File: src/rtl/parity_engine.sv
// -----------------------------------------------------------------------------
// parity_engine
//   Parity generator (TX) and checker (RX) for the UART datapath, with sticky
//   error status and saturating error/frame counters for the register file.
//
// Parameters:
//   WIDTH      data word width (1..16)
//   CNT_WIDTH  width of the error and frame counters (2..16)
//
// Ports:
//   clk, reset        rising-edge clock, synchronous active-high reset
//   par_en_in         1 = parity enabled
//   par_type_in       00 even, 01 odd, 10 mark, 11 space
//   gen_valid_in      generate request, qualifies gen_data_in
//   gen_data_in       TX data word
//   gen_valid_out     one-cycle pulse, par_bit_out updated this cycle
//   par_bit_out       generated parity bit, held between requests
//   chk_valid_in      check request, qualifies chk_data_in / chk_par_in
//   chk_data_in       RX data word
//   chk_par_in        received parity bit
//   chk_valid_out     one-cycle pulse, par_err_out valid this cycle
//   par_err_out       parity mismatch of the checked word (0 when no pulse)
//   err_sticky_out    set on any mismatch, held until clear_in
//   err_count_out     saturating mismatch count
//   frame_count_out   saturating checked-word count
//   clear_in          synchronous clear of sticky flag and both counters
//
// Handshake: both paths are valid-only (no ready). A request is accepted on
// every rising edge where its valid input is high and reset is low; the
// matching *_valid_out pulses for exactly one cycle one clock later. There is
// no backpressure, so back-to-back requests are accepted every cycle.
// -----------------------------------------------------------------------------
module parity_engine #(
  parameter int WIDTH     = 8,
  parameter int CNT_WIDTH = 8
) (
  input  logic                 clk,
  input  logic                 reset,
  input  logic                 par_en_in,
  input  logic [1:0]           par_type_in,
  input  logic                 gen_valid_in,
  input  logic [WIDTH-1:0]     gen_data_in,
  output logic                 gen_valid_out,
  output logic                 par_bit_out,
  input  logic                 chk_valid_in,
  input  logic [WIDTH-1:0]     chk_data_in,
  input  logic                 chk_par_in,
  output logic                 chk_valid_out,
  output logic                 par_err_out,
  output logic                 err_sticky_out,
  output logic [CNT_WIDTH-1:0] err_count_out,
  output logic [CNT_WIDTH-1:0] frame_count_out,
  input  logic                 clear_in
);

  localparam logic [CNT_WIDTH-1:0] CNT_MAX = '1;
  localparam logic [CNT_WIDTH-1:0] CNT_ONE = {{(CNT_WIDTH-1){1'b0}}, 1'b1};

  // Expected parity bit for a word under the selected parity type.
  function automatic logic calc_par(input logic [WIDTH-1:0] d,
                                    input logic [1:0]       t);
    logic p;
    case (t)
      2'b00:   p = ^d;
      2'b01:   p = ~(^d);
      2'b10:   p = 1'b1;
      default: p = 1'b0;
    endcase
    return p;
  endfunction

  logic                 gen_par;
  logic                 chk_mismatch;
  logic [CNT_WIDTH-1:0] frame_base;
  logic [CNT_WIDTH-1:0] err_base;
  logic                 sticky_base;
  logic [CNT_WIDTH-1:0] frame_next;
  logic [CNT_WIDTH-1:0] err_next;
  logic                 sticky_next;

  always_comb begin
    gen_par      = calc_par(gen_data_in, par_type_in);
    chk_mismatch = par_en_in && (chk_par_in != calc_par(chk_data_in, par_type_in));

    // clear_in zeroes the status first; a check in the same cycle then
    // accumulates on top of the cleared value so it is never lost.
    frame_base  = clear_in ? '0   : frame_count_out;
    err_base    = clear_in ? '0   : err_count_out;
    sticky_base = clear_in ? 1'b0 : err_sticky_out;

    frame_next = frame_base;
    if (chk_valid_in && (frame_base != CNT_MAX)) begin
      frame_next = frame_base + CNT_ONE;
    end

    err_next = err_base;
    if (chk_valid_in && chk_mismatch && (err_base != CNT_MAX)) begin
      err_next = err_base + CNT_ONE;
    end

    sticky_next = sticky_base | (chk_valid_in & chk_mismatch);
  end

  always_ff @(posedge clk) begin
    if (reset) begin
      gen_valid_out   <= 1'b0;
      par_bit_out     <= 1'b0;
      chk_valid_out   <= 1'b0;
      par_err_out     <= 1'b0;
      err_sticky_out  <= 1'b0;
      err_count_out   <= '0;
      frame_count_out <= '0;
    end else begin
      gen_valid_out <= gen_valid_in;
      // Disabled parity still acknowledges the request but keeps the old bit.
      if (gen_valid_in && par_en_in) begin
        par_bit_out <= gen_par;
      end

      chk_valid_out   <= chk_valid_in;
      par_err_out     <= chk_valid_in & chk_mismatch;
      err_sticky_out  <= sticky_next;
      err_count_out   <= err_next;
      frame_count_out <= frame_next;
    end
  end

endmodule
File: config.mk
export PLATFORM = sky130hd
export DESIGN_NAME = parity_engine
export DESIGN_NICKNAME = d
export VERILOG_FILES = /design/src/rtl/parity_engine.sv
export SDC_FILE = /design/constraint.sdc
export NUM_CORES = 1
export LEC_CHECK = 0
export ABC_AREA = 1
export ABC_CLOCK_PERIOD_IN_PS = 1850
export BUFFER_PORTS_ARGS = -buffer_cell sky130_fd_sc_hd__buf_2
export CAP_MARGIN = 25
export CORE_AREA = 2 2 68 63
export DETAILED_ROUTE_END_ITERATION = 12
export DIE_AREA = 0 0 70 65
export MAX_ROUTING_LAYER = met4
export PLACE_DENSITY_LB_ADDON = 0.25
export SLEW_MARGIN = 20
export SYNTH_ARGS = -nofsm -noshare
export SYNTH_HDL_FRONTEND = slang
export SYNTH_SLANG_ARGS = --single-unit
File: constraint.sdc
create_clock -name clk -period 1.85 [get_ports clk]
set_clock_uncertainty 0.1 [all_clocks]
set_input_delay 0.0925 -clock clk [delete_from_list [all_inputs] [get_ports clk]]
set_output_delay 0.0925 -clock clk [all_outputs]
set_load 0.02 [all_outputs]
==> reports/results.ini <==
[critical_path]
regToRegSetupSlack_ns = 0.09
worstPathArrival_ns = 1.87
crit_path_max_fanout = 7
end_kind = flip-flop
worstSetupPathType = flip-flop to flip-flop
rr_startpoint = frame_count_out[0]
worstSetupStartpoint = frame_count_out[0]
start_kind = flip-flop
required_ns = 1.97

[global_route]
grt_pass1_wl_um = 5170
antenna_found_initial = 0
track_usage_pct = 14.2
grt_overflow_total = 0
grt_pass1_vias = 1286
grt_max_degree = 15

[route]
dr.pass1.iters = 4
wirelength_um = 3100
ant_nets = 0
drc = 0
wire_per_inst_um = 9.79
avgViaCountPerCell = 4.56
initialDrtViolationCount = 59
num_vias = 1445

[timing]
worstMarginPinSlew_ns = 0.289
drv_slew = 0
finalSetupTns_ns = 0
fmax_ghz = 0.569
hold_viol = 0
min_period_over_period_pct = 95.1
setup_viol = 0
slew_headroom_pct = 80.6
period_minus_slack_ns = 1.76

[floorplanning]
rows = 22
initial_core_util_pct = 35.9
io_pins = 46
die_h_um = 65
fp.dieW_um = 70
dieArea_um2 = 4550
fp.coreArea_um2 = 3910

[cts]
clkTransAtPathRegs_ns = 0.09
cts_buffer_depth = 2
worstSkewPairLatency_ns = 0.27
cts-root-buf = clkbuf_8
cts_sinks = 21
htree_levels = 1
cts-buffers-inserted = 3
cts_tree = done

[synthesis]
synthDistinctLibCells = 26
synth_area_leaders = dfxtp_1 30%, nand2_1 17%, inv_1 9.6%, xnor2_1 5.6%, nor2_1 5.3%
netlist.area_leader.share_pct = 29.9
syn-cell-area_um2 = 1410
postSynthCellCount = 215
synth_seq_cells = 21
yosysWarnings = 0
yosysTopAreaCell = dfxtp_1
yosysSeqAreaShare_pct = 29.9
avgSynthCellArea_um2 = 6.54
syn-num-nets = 242

[placed_design]
dp_hpwl_um = 2350
io_buffers = 45
place.gp.congestion = 0.827

[power_and_ir_drop]
vdd.ir_drop.worst_v = 0.000275
p_leak_nw = 0.932
totalPowerFinal_w = 0.000989
power.density_nw_per_um2 = 546

[finish]
syn2layout_area_growth_pct = 28.9
n_antenna_cell = 0
drive_above_1_share_pct = 27.9
layout.nets = 297

[job]
max_cap_viol_count = 0

[min_path]
min_from = chk_valid_in
hold_path_class = input port to flip-flop

[outcome]
status = complete, no violations

flip-flops by register name, indices dropped and copies added, names as in the netlist:
| signal | cells |
|---|---|
| gen_valid_out | 1 |
| par_bit_out | 1 |
| par_err_out | 1 |
| frame_count_out | 8 |
| err_sticky_out | 1 |
| chk_valid_out | 1 |
| err_count_out | 8 |
where the power goes:
part	total, W	switching (W)	internal (W)
clock	0.000317	0.000167	0.000151
combinational	0.000207	0.000124	0.0000823
sequential	0.000466	0.00000388	0.000462
total	0.000989	0.000295	0.000695
final timing paths:
kind | end | cells after the start
min | chk_valid_out | 3
max | frame_count_out[7] | 10
max reg2reg | frame_count_out[7] | 10
min reg2reg | err_sticky_out | 2
cell type report:
| type | count | area, um^2 |
|---|---|---|
| clock buffer | 3 | 41.3 |
| fill | 441 | 2100 |
| clock inverter | 1 | 5.00 |
| timing repair buffer | 52 | 280 |
| sequential | 21 | 420 |
| multi-input combinational | 154 | 861 |
| tap | 48 | 60.1 |
| inverter | 38 | 143 |
stage by stage:
stage	area (um^2)	hold slack, ns	std cells	utilization [%]	setup WS (ns)
floorplan	1410	0.0616	215	-	0.0394
global placement	1700	0.236	309	43.5	0.0339
detailed placement	1700	0.233	309	43.5	0.0253
CTS	1760	0.0119	314	45.0	0.0149
global route	1810	0.0239	317	46.3	-0.0260
finish	1810	0.00290	317	46.3	0.0913
synthesized netlist by cell type (all sizes together):
cell / count
nor2: 20
o21ai: 6
nand4: 11
nand3: 6
dfxtp: 21
ha: 2
a21oi: 14
buf: 1
clkinv: 1
xor2: 6
inv: 37
o22ai: 1
a31oi: 1
nor3: 8
clkbuf: 1
nor3b: 1
xnor2: 9
nand2: 68
and3: 1
critical path: stages, from the launching register on:
cell and delay, ns:
dfxtp_1 0.32, inv_1 0.08, nor2_2 0.05, ha_2 0.20
nand3_2 0.09, nor2_4 0.05, a31oi_4 0.27, nand4_1 0.23
o21ai_1 0.19, nand2_1 0.06, nor2_1 0.08
metal layers:
metal  global-route usage [%]  vias up  wire length [um]
met5                        -        -                 0
met4                     5.77        0                53
met3                     1.56        5               132
met2                     22.9       35              1370
met1                     18.2      623              1540
li1                         -      782                 -
placed cells by master, fill, tap and decap left out, drive strengths merged:
cell type,count
a21oi,14
a31oi,1
and3,1
buf,51
clkbuf,3
clkinv,2
dfxtp,21
dlygate4sd3,1
ha,2
inv,37
nand2,68
nand3,6
nand4,11
nor2,20
nor3,8
nor3b,1
o21ai,6
o22ai,1
xnor2,9
xor2,6
cells by family after synthesis:
logic type | after synthesis | synth area share [%]
adders and majority gates | 2 | 1.78
DFF | 21 | 29.9
AOI/OAI and AO/OA | 22 | 9.08
buffers and inverters | 40 | 11.0
and+or+nand+nor | 115 | 38.9
xor gates and xnor gates | 15 | 9.35
repair_timing:
action,in CTS,in global routing
setup endpoints to repair,0,16
buffers inserted,0,3
resized for setup,0,9
hold buffers,1,0
endpoints found under the hold margin,1,0
(Power assumes the default switching activity.)
